<file path="config.mk">
export PLATFORM = sky130hd
export DESIGN_NAME = mc_ctrl_flat
export DESIGN_NICKNAME = d
export VERILOG_FILES = /design/src/rtl/mips_defs.sv /design/src/rtl/mc_ctrl_if.sv /design/src/rtl/mc_decode.sv /design/src/rtl/mc_ctrl.sv /design/src/flat_wrapper.sv
export SDC_FILE = /design/constraint.sdc
export NUM_CORES = 1
export LEC_CHECK = 0
export CORE_UTILIZATION = 40
export CTS_CLUSTER_SIZE = 12
export DETAILED_ROUTE_END_ITERATION = 10
export MAX_ROUTING_LAYER = met4
export PLACE_DENSITY_LB_ADDON = 0.05
export SETUP_SLACK_MARGIN = 0.3
export SYNTH_ARGS = -nofsm -noshare
export SYNTH_HDL_FRONTEND = slang
export SYNTH_SLANG_ARGS = --single-unit
</file>
<file path="constraint.sdc">
create_clock -name clk -period 5.8 [get_ports clk]
set_clock_uncertainty 0.2 [all_clocks]
set_input_delay 1.16 -clock clk [delete_from_list [all_inputs] [get_ports clk]]
set_output_delay 1.16 -clock clk [all_outputs]
set_load 0.01 [all_outputs]
</file>
<file path="src/rtl/mips_defs.sv">
// Shared encodings for the multi-cycle MIPS control path and the
// datapath select muxes it steers.
package mips_defs;

    localparam logic [5:0] OP_RTYPE = 6'b000000;
    localparam logic [5:0] OP_ORI   = 6'b001101;
    localparam logic [5:0] OP_LUI   = 6'b001111;
    localparam logic [5:0] OP_LW    = 6'b100011;
    localparam logic [5:0] OP_SW    = 6'b101011;
    localparam logic [5:0] OP_BEQ   = 6'b000100;
    localparam logic [5:0] OP_J     = 6'b000010;
    localparam logic [5:0] OP_JAL   = 6'b000011;

    localparam logic [5:0] FN_ADDU  = 6'b100001;
    localparam logic [5:0] FN_SUBU  = 6'b100011;
    localparam logic [5:0] FN_JR    = 6'b001000;

    typedef enum logic [2:0] {
        S_FETCH  = 3'd0,
        S_DECODE = 3'd1,
        S_EXEC   = 3'd2,
        S_MEM    = 3'd3,
        S_WB     = 3'd4
    } state_e;

    localparam logic [2:0] ALU_ADD = 3'b000;
    localparam logic [2:0] ALU_SUB = 3'b001;
    localparam logic [2:0] ALU_OR  = 3'b010;
    localparam logic [2:0] ALU_LUI = 3'b011;

    localparam logic [1:0] RD_RT  = 2'b00;
    localparam logic [1:0] RD_RD  = 2'b01;
    localparam logic [1:0] RD_R31 = 2'b10;

    localparam logic [1:0] M2R_ALU = 2'b00;
    localparam logic [1:0] M2R_MDR = 2'b01;
    localparam logic [1:0] M2R_PC4 = 2'b10;

    localparam logic [1:0] NPC_PC4 = 2'b00;
    localparam logic [1:0] NPC_BR  = 2'b01;
    localparam logic [1:0] NPC_J   = 2'b10;
    localparam logic [1:0] NPC_RS  = 2'b11;

    // addu and subu are kept apart so the ALU op survives IR changes
    typedef enum logic [3:0] {
        C_NOP,
        C_ADDU,
        C_SUBU,
        C_ORI,
        C_LUI,
        C_LW,
        C_SW,
        C_BEQ,
        C_J,
        C_JAL,
        C_JR
    } cls_e;

endpackage

</file>
<file path="src/rtl/mc_ctrl_if.sv">
// Control bundle between the multi-cycle FSM and the MIPS datapath.
interface mc_ctrl_if #(
    parameter int ALUOP_W = 3
);
    logic [5:0]         opcode;
    logic [5:0]         funct;
    logic               zero;
    logic               mem_ready;
    logic               pc_en;
    logic               ir_en;
    logic               reg_we;
    logic               mem_re;
    logic               mem_we;
    logic               iord;
    logic [1:0]         regdst;
    logic               alusrc;
    logic               ext_sel;
    logic [1:0]         memtoreg;
    logic [1:0]         npc_sel;
    logic [ALUOP_W-1:0] aluop;
    logic               retire;
    logic [2:0]         state;

    modport master (
        input  opcode, funct, zero, mem_ready,
        output pc_en, ir_en, reg_we, mem_re, mem_we, iord,
        output regdst, alusrc, ext_sel, memtoreg, npc_sel,
        output aluop, retire, state
    );

    modport slave (
        output opcode, funct, zero, mem_ready,
        input  pc_en, ir_en, reg_we, mem_re, mem_we, iord,
        input  regdst, alusrc, ext_sel, memtoreg, npc_sel,
        input  aluop, retire, state
    );
endinterface

</file>
<file path="src/rtl/mc_decode.sv">
// Combinational opcode/funct to instruction-class decode.
module mc_decode
    import mips_defs::*;
(
    input  logic [5:0] opcode_i,
    input  logic [5:0] funct_i,
    output cls_e       cls_o
);

    always_comb begin
        cls_o = C_NOP;
        case (opcode_i)
            OP_RTYPE: begin
                case (funct_i)
                    FN_ADDU: cls_o = C_ADDU;
                    FN_SUBU: cls_o = C_SUBU;
                    FN_JR:   cls_o = C_JR;
                    default: cls_o = C_NOP;
                endcase
            end
            OP_ORI:  cls_o = C_ORI;
            OP_LUI:  cls_o = C_LUI;
            OP_LW:   cls_o = C_LW;
            OP_SW:   cls_o = C_SW;
            OP_BEQ:  cls_o = C_BEQ;
            OP_J:    cls_o = C_J;
            OP_JAL:  cls_o = C_JAL;
            default: cls_o = C_NOP;
        endcase
    end

endmodule

</file>
<file path="src/rtl/mc_ctrl.sv">
// Multi-cycle MIPS control FSM: sequences fetch, decode, execute,
// memory and write-back through the shared datapath.
module mc_ctrl
    import mips_defs::*;
#(
    parameter int ALUOP_W = 3
) (
    input  logic     clk,
    input  logic     reset,
    mc_ctrl_if.master bus
);

    state_e state_q, state_d;
    cls_e   cls_q, cls_d;
    cls_e   dec_cls;

    logic               pc_en_d, ir_en_d, reg_we_d;
    logic               mem_re_d, mem_we_d, iord_d;
    logic [1:0]         regdst_d, memtoreg_d, npc_sel_d;
    logic               alusrc_d, ext_sel_d, retire_d;
    logic [ALUOP_W-1:0] aluop_d;

    mc_decode u_decode (
        .opcode_i (bus.opcode),
        .funct_i  (bus.funct),
        .cls_o    (dec_cls)
    );

    always_ff @(posedge clk) begin
        if (reset) begin
            state_q <= S_FETCH;
            cls_q   <= C_NOP;
        end else begin
            state_q <= state_d;
            cls_q   <= cls_d;
        end
    end

    always_comb begin
        state_d    = state_q;
        cls_d      = cls_q;
        pc_en_d    = 1'b0;
        ir_en_d    = 1'b0;
        reg_we_d   = 1'b0;
        mem_re_d   = 1'b0;
        mem_we_d   = 1'b0;
        iord_d     = 1'b0;
        regdst_d   = RD_RT;
        alusrc_d   = 1'b0;
        ext_sel_d  = 1'b0;
        memtoreg_d = M2R_ALU;
        npc_sel_d  = NPC_PC4;
        aluop_d    = ALUOP_W'(ALU_ADD);
        retire_d   = 1'b0;

        case (state_q)
            S_FETCH: begin
                mem_re_d = 1'b1;
                if (bus.mem_ready) begin
                    pc_en_d = 1'b1;
                    ir_en_d = 1'b1;
                    state_d = S_DECODE;
                end
            end
            S_DECODE: begin
                cls_d = dec_cls;
                case (dec_cls)
                    C_J: begin
                        pc_en_d   = 1'b1;
                        npc_sel_d = NPC_J;
                        retire_d  = 1'b1;
                        state_d   = S_FETCH;
                    end
                    C_JR: begin
                        pc_en_d   = 1'b1;
                        npc_sel_d = NPC_RS;
                        retire_d  = 1'b1;
                        state_d   = S_FETCH;
                    end
                    C_JAL: state_d = S_WB;
                    C_NOP: begin
                        retire_d = 1'b1;
                        state_d  = S_FETCH;
                    end
                    default: state_d = S_EXEC;
                endcase
            end
            S_EXEC: begin
                state_d = S_WB;
                case (cls_q)
                    C_SUBU: aluop_d = ALUOP_W'(ALU_SUB);
                    C_ORI: begin
                        alusrc_d = 1'b1;
                        aluop_d  = ALUOP_W'(ALU_OR);
                    end
                    C_LUI: begin
                        alusrc_d = 1'b1;
                        aluop_d  = ALUOP_W'(ALU_LUI);
                    end
                    C_LW, C_SW: begin
                        alusrc_d  = 1'b1;
                        ext_sel_d = 1'b1;
                        state_d   = S_MEM;
                    end
                    C_BEQ: begin
                        aluop_d   = ALUOP_W'(ALU_SUB);
                        pc_en_d   = bus.zero;
                        npc_sel_d = NPC_BR;
                        retire_d  = 1'b1;
                        state_d   = S_FETCH;
                    end
                    default: ;
                endcase
            end
            S_MEM: begin
                iord_d   = 1'b1;
                mem_re_d = (cls_q == C_LW);
                mem_we_d = (cls_q == C_SW);
                if (bus.mem_ready) begin
                    if (cls_q == C_SW) begin
                        retire_d = 1'b1;
                        state_d  = S_FETCH;
                    end else begin
                        state_d = S_WB;
                    end
                end
            end
            S_WB: begin
                reg_we_d = 1'b1;
                retire_d = 1'b1;
                state_d  = S_FETCH;
                case (cls_q)
                    C_ADDU, C_SUBU: regdst_d = RD_RD;
                    C_LW: memtoreg_d = M2R_MDR;
                    C_JAL: begin
                        regdst_d   = RD_R31;
                        memtoreg_d = M2R_PC4;
                        pc_en_d    = 1'b1;
                        npc_sel_d  = NPC_J;
                    end
                    default: ;
                endcase
            end
            default: state_d = S_FETCH;
        endcase

        // reset suppresses every write/handshake, aborting the instruction
        if (reset) begin
            pc_en_d  = 1'b0;
            ir_en_d  = 1'b0;
            reg_we_d = 1'b0;
            mem_re_d = 1'b0;
            mem_we_d = 1'b0;
            retire_d = 1'b0;
        end
    end

    assign bus.pc_en    = pc_en_d;
    assign bus.ir_en    = ir_en_d;
    assign bus.reg_we   = reg_we_d;
    assign bus.mem_re   = mem_re_d;
    assign bus.mem_we   = mem_we_d;
    assign bus.iord     = iord_d;
    assign bus.regdst   = regdst_d;
    assign bus.alusrc   = alusrc_d;
    assign bus.ext_sel  = ext_sel_d;
    assign bus.memtoreg = memtoreg_d;
    assign bus.npc_sel  = npc_sel_d;
    assign bus.aluop    = aluop_d;
    assign bus.retire   = retire_d;
    assign bus.state    = state_q;

endmodule

</file>
<file path="src/flat_wrapper.sv">
// flat-port wrapper written by rule: the top's interface ports become plain ports
module mc_ctrl_flat import mips_defs::*;
#(
    parameter int ALUOP_W = 3
)
  (clk, reset, bus_opcode, bus_funct, bus_zero, bus_mem_ready, bus_pc_en, bus_ir_en, bus_reg_we, bus_mem_re, bus_mem_we, bus_iord, bus_regdst, bus_alusrc, bus_ext_sel, bus_memtoreg, bus_npc_sel, bus_aluop, bus_retire, bus_state);
  mc_ctrl_if #(.ALUOP_W(ALUOP_W)) bus_i ();
  input  logic clk;
  input  logic reset;
  input wire logic [$bits(bus_i.opcode)-1:0] bus_opcode;
  input wire logic [$bits(bus_i.funct)-1:0] bus_funct;
  input wire logic [$bits(bus_i.zero)-1:0] bus_zero;
  input wire logic [$bits(bus_i.mem_ready)-1:0] bus_mem_ready;
  output wire logic [$bits(bus_i.pc_en)-1:0] bus_pc_en;
  output wire logic [$bits(bus_i.ir_en)-1:0] bus_ir_en;
  output wire logic [$bits(bus_i.reg_we)-1:0] bus_reg_we;
  output wire logic [$bits(bus_i.mem_re)-1:0] bus_mem_re;
  output wire logic [$bits(bus_i.mem_we)-1:0] bus_mem_we;
  output wire logic [$bits(bus_i.iord)-1:0] bus_iord;
  output wire logic [$bits(bus_i.regdst)-1:0] bus_regdst;
  output wire logic [$bits(bus_i.alusrc)-1:0] bus_alusrc;
  output wire logic [$bits(bus_i.ext_sel)-1:0] bus_ext_sel;
  output wire logic [$bits(bus_i.memtoreg)-1:0] bus_memtoreg;
  output wire logic [$bits(bus_i.npc_sel)-1:0] bus_npc_sel;
  output wire logic [$bits(bus_i.aluop)-1:0] bus_aluop;
  output wire logic [$bits(bus_i.retire)-1:0] bus_retire;
  output wire logic [$bits(bus_i.state)-1:0] bus_state;
  assign bus_i.opcode = bus_opcode;
  assign bus_i.funct = bus_funct;
  assign bus_i.zero = bus_zero;
  assign bus_i.mem_ready = bus_mem_ready;
  assign bus_pc_en = bus_i.pc_en;
  assign bus_ir_en = bus_i.ir_en;
  assign bus_reg_we = bus_i.reg_we;
  assign bus_mem_re = bus_i.mem_re;
  assign bus_mem_we = bus_i.mem_we;
  assign bus_iord = bus_i.iord;
  assign bus_regdst = bus_i.regdst;
  assign bus_alusrc = bus_i.alusrc;
  assign bus_ext_sel = bus_i.ext_sel;
  assign bus_memtoreg = bus_i.memtoreg;
  assign bus_npc_sel = bus_i.npc_sel;
  assign bus_aluop = bus_i.aluop;
  assign bus_retire = bus_i.retire;
  assign bus_state = bus_i.state;
  mc_ctrl #(.ALUOP_W(ALUOP_W)) u_core (.clk(clk), .reset(reset), .bus(bus_i));
endmodule
</file>
==> flow_summary.ini <==
[status]
status = complete, no violations

[logic_synthesis]
syn_avg_cell_area_um2 = 6.882
synth_nets = 138
synth-main-ff-cell = dfxtp_1
syn_inst = 122
synthArstFlopShare = 0
ys_seq_area_frac = 0.1669
syn_area_um2 = 839.6
yosys_warnings = 0
ys_seq_elements = 7
synth_edf_count = 0
synth.distinct_cells = 45

[place]
portBuffers = 35
gp_congestion = 0.8761
dpl.hpwl_um = 1741
placed_cell_area_mm2 = 0.001161

[min_path]
holdPathEnd = u_core.bus.state[2]
hold_class = reg -> reg
min_from = u_core.bus.state[2]
hold-path-cell-count = 1

[drt]
first_pass_iters = 4
wl_um = 2215
wl_per_cell_um = 12.51
vias = 999
initialDrtViolationCount = 28
drtAntennaViolNets = 0
drc_errors = 0
via_per_inst = 5.644

[cts]
ctsHoldBuffers = 0
cts_max_level = 1
cts_tree = done
cts_buffers = 3
clk_latency_ns = 0.26
ctsResizeCount = 0
cts_root_buffer = clkbuf_4
postCtsSetupBuffers = 0
path_clk_slew_ns = 0.06
cts_sinks = 7
cts_buffer_depth = 2

[sta]
fmax_ghz = 0.2064
rsz0062_at_grt = no
slew_headroom = 0.6053
setup_viol = 0
tightest_slew_ns = 0.5867
timing.setup.tns_ns = 0
fin_crit_sh = 0.8355
min_period_ns = 4.846
hold_viol_final = 0
slew_viol_final = 0

[setup_path]
cpMaxStageDelayCell = clkdlybuf4s50_1
cp.required_ns = 4.44
path_max_fanout = 7
r2r_slack_ns = 3.86
rr_endpoint = u_core.bus.state[2]
crit_type = in -> out
cp_common_cell = clkdlybuf4s50_1
reg2reg_depth = 4
path_cells = clkdlybuf4s50_1, nor4_1, a21o_1, and3_1, nand3_1, o22ai_1, clkdlybuf4s50_1
r2r_start = u_core.bus.state[0]
critPathMaxStageDelay_ns = 0.58
cp-end-kind = output port
critPathArrivalTime_ns = 3.49
cp-start-kind = input pin

[layout]
final_cell_mix = clkdlybuf4s50_1 (35), nand2_1 (13), nor2_1 (12)
antenna_cells = 0
final_common_cell = clkdlybuf4s50_1
ff_latch_area_um2 = 140.1
area_delta_synth_final_pct = 41.43
fin_nets = 167
layout-drive-gt1-share = 0.06000
fin_area_mm2 = 0.001187
multiInputGateArea_um2 = 621.8
nFillCells = 200

[die]
row_count = 16
ioPinCount = 37
start_util = 0.4279
die_h_um = 47.82
fp.coreArea_mm2 = 0.001962
die_w_um = 47.82
dieArea_mm2 = 0.002286

[power_and_ir_drop]
peakVddDrop_mv = 0.1023
power.density_mw_per_mm2 = 121.4
power_leakage_nw = 0.4215

[grt]
grt_antenna_before_repair = 0
grt_max_degree = 15
overflow = 0
grt_pass1_vias = 744
grt_usage = 0.2122
grt_pass1_wl_um = 3291

[flow_run]
maxCapViolCount = 0
synthesized netlist by cell type (3+ instances only):
cell | count | area, µm²
a21oi_1 | 7 | 35.03
buf_4 | 3 | 22.52
clkbuf_1 | 5 | 18.77
dfxtp_1 | 7 | 140.1
inv_1 | 4 | 15.01
nand2_1 | 13 | 48.80
nand2b_1 | 3 | 18.77
nand3_1 | 4 | 20.02
nor2_1 | 12 | 45.04
nor2b_1 | 6 | 37.54
nor3_1 | 6 | 30.03
nor4_1 | 4 | 25.02
o21ai_0 | 3 | 15.01
o22ai_1 | 3 | 18.77
worst max-delay path, delay by kind of cell:
| family | cells | cell delay, ns |
|---|---|---|
| AO/OA/AOI/OAI | 2 | 0.41 |
| AND/OR/NAND/NOR | 3 | 0.80 |
| buffers and inverters | 2 | 1.11 |
routing by layer:
layer / track usage / wire length (µm)
met1: 0.2777 / 962
met2: 0.3324 / 1091
met3: 0.03396 / 147
met4: 0.06667 / 14
met5: - / 0
final cells by class:
type / instances / share of cell area
inverter: 4 / 0.01264
multi-input combinational: 100 / 0.5237
sequential: 7 / 0.1180
tap: 27 / 0.02845
clock buffer: 4 / 0.02213
timing repair buffer: 35 / 0.2950
flip-flops by register name (all words and copies together) (netlist names):
signal and flops:
u_core.cls_q 4, u_core.bus.state 3
metrics by stage:
step / setup WS, ns / total power [W] / util / std cells / hold WS, ns
2_1_floorplan: 2.119 / 0.00007889 / - / 122 / 0.4306
3_3_place_gp: 1.120 / 0.00009776 / 0.5918 / 173 / 0.4310
3_5_place_dp: 0.9667 / 0.00009818 / 0.5918 / 173 / 0.4256
4_1_cts: 0.9422 / 0.0001441 / 0.6052 / 177 / 0.4362
5_1_grt: 0.7968 / 0.0001521 / 0.6052 / 177 / 0.4872
6_report: 0.9539 / 0.0001441 / 0.6052 / 177 / 0.4377
kinds of logic (layout without fill, tap and decap cells):
family                    Yosys count  in the layout  share of synthesized area
xor gates and xnor gates            4              4                    0.04174
other                               1              1                   0.004467
AOI/OAI and AO/OA                  28             28                     0.2384
DFF                                 7              7                     0.1669
buffers and inverters              15             43                    0.09238
and+or+nand+nor                    64             64                     0.4143
muxes                               3              3                    0.04172
power breakdown:
part           switching [W]  total (W)  internal [W]
Combinational      0.0000194  0.0000423     0.0000229
Sequential        0.00000551  0.0000554     0.0000499
Clock              0.0000201  0.0000465     0.0000264
Total              0.0000449   0.000144     0.0000992
worst max path at each step:
stage,startpoint,end,slack [ns]
6_report,bus_opcode[0],bus_npc_sel[0],0.95
5_1_grt,bus_opcode[0],bus_npc_sel[0],0.80
4_1_cts,bus_opcode[0],bus_npc_sel[0],0.94
3_5_place_dp,bus_opcode[0],bus_npc_sel[0],0.97
3_3_place_gp,bus_opcode[0],bus_npc_sel[0],1.12
2_1_floorplan,bus_opcode[0],bus_npc_sel[0],2.12
No activity file was read; power rests on OpenSTA's default activity.
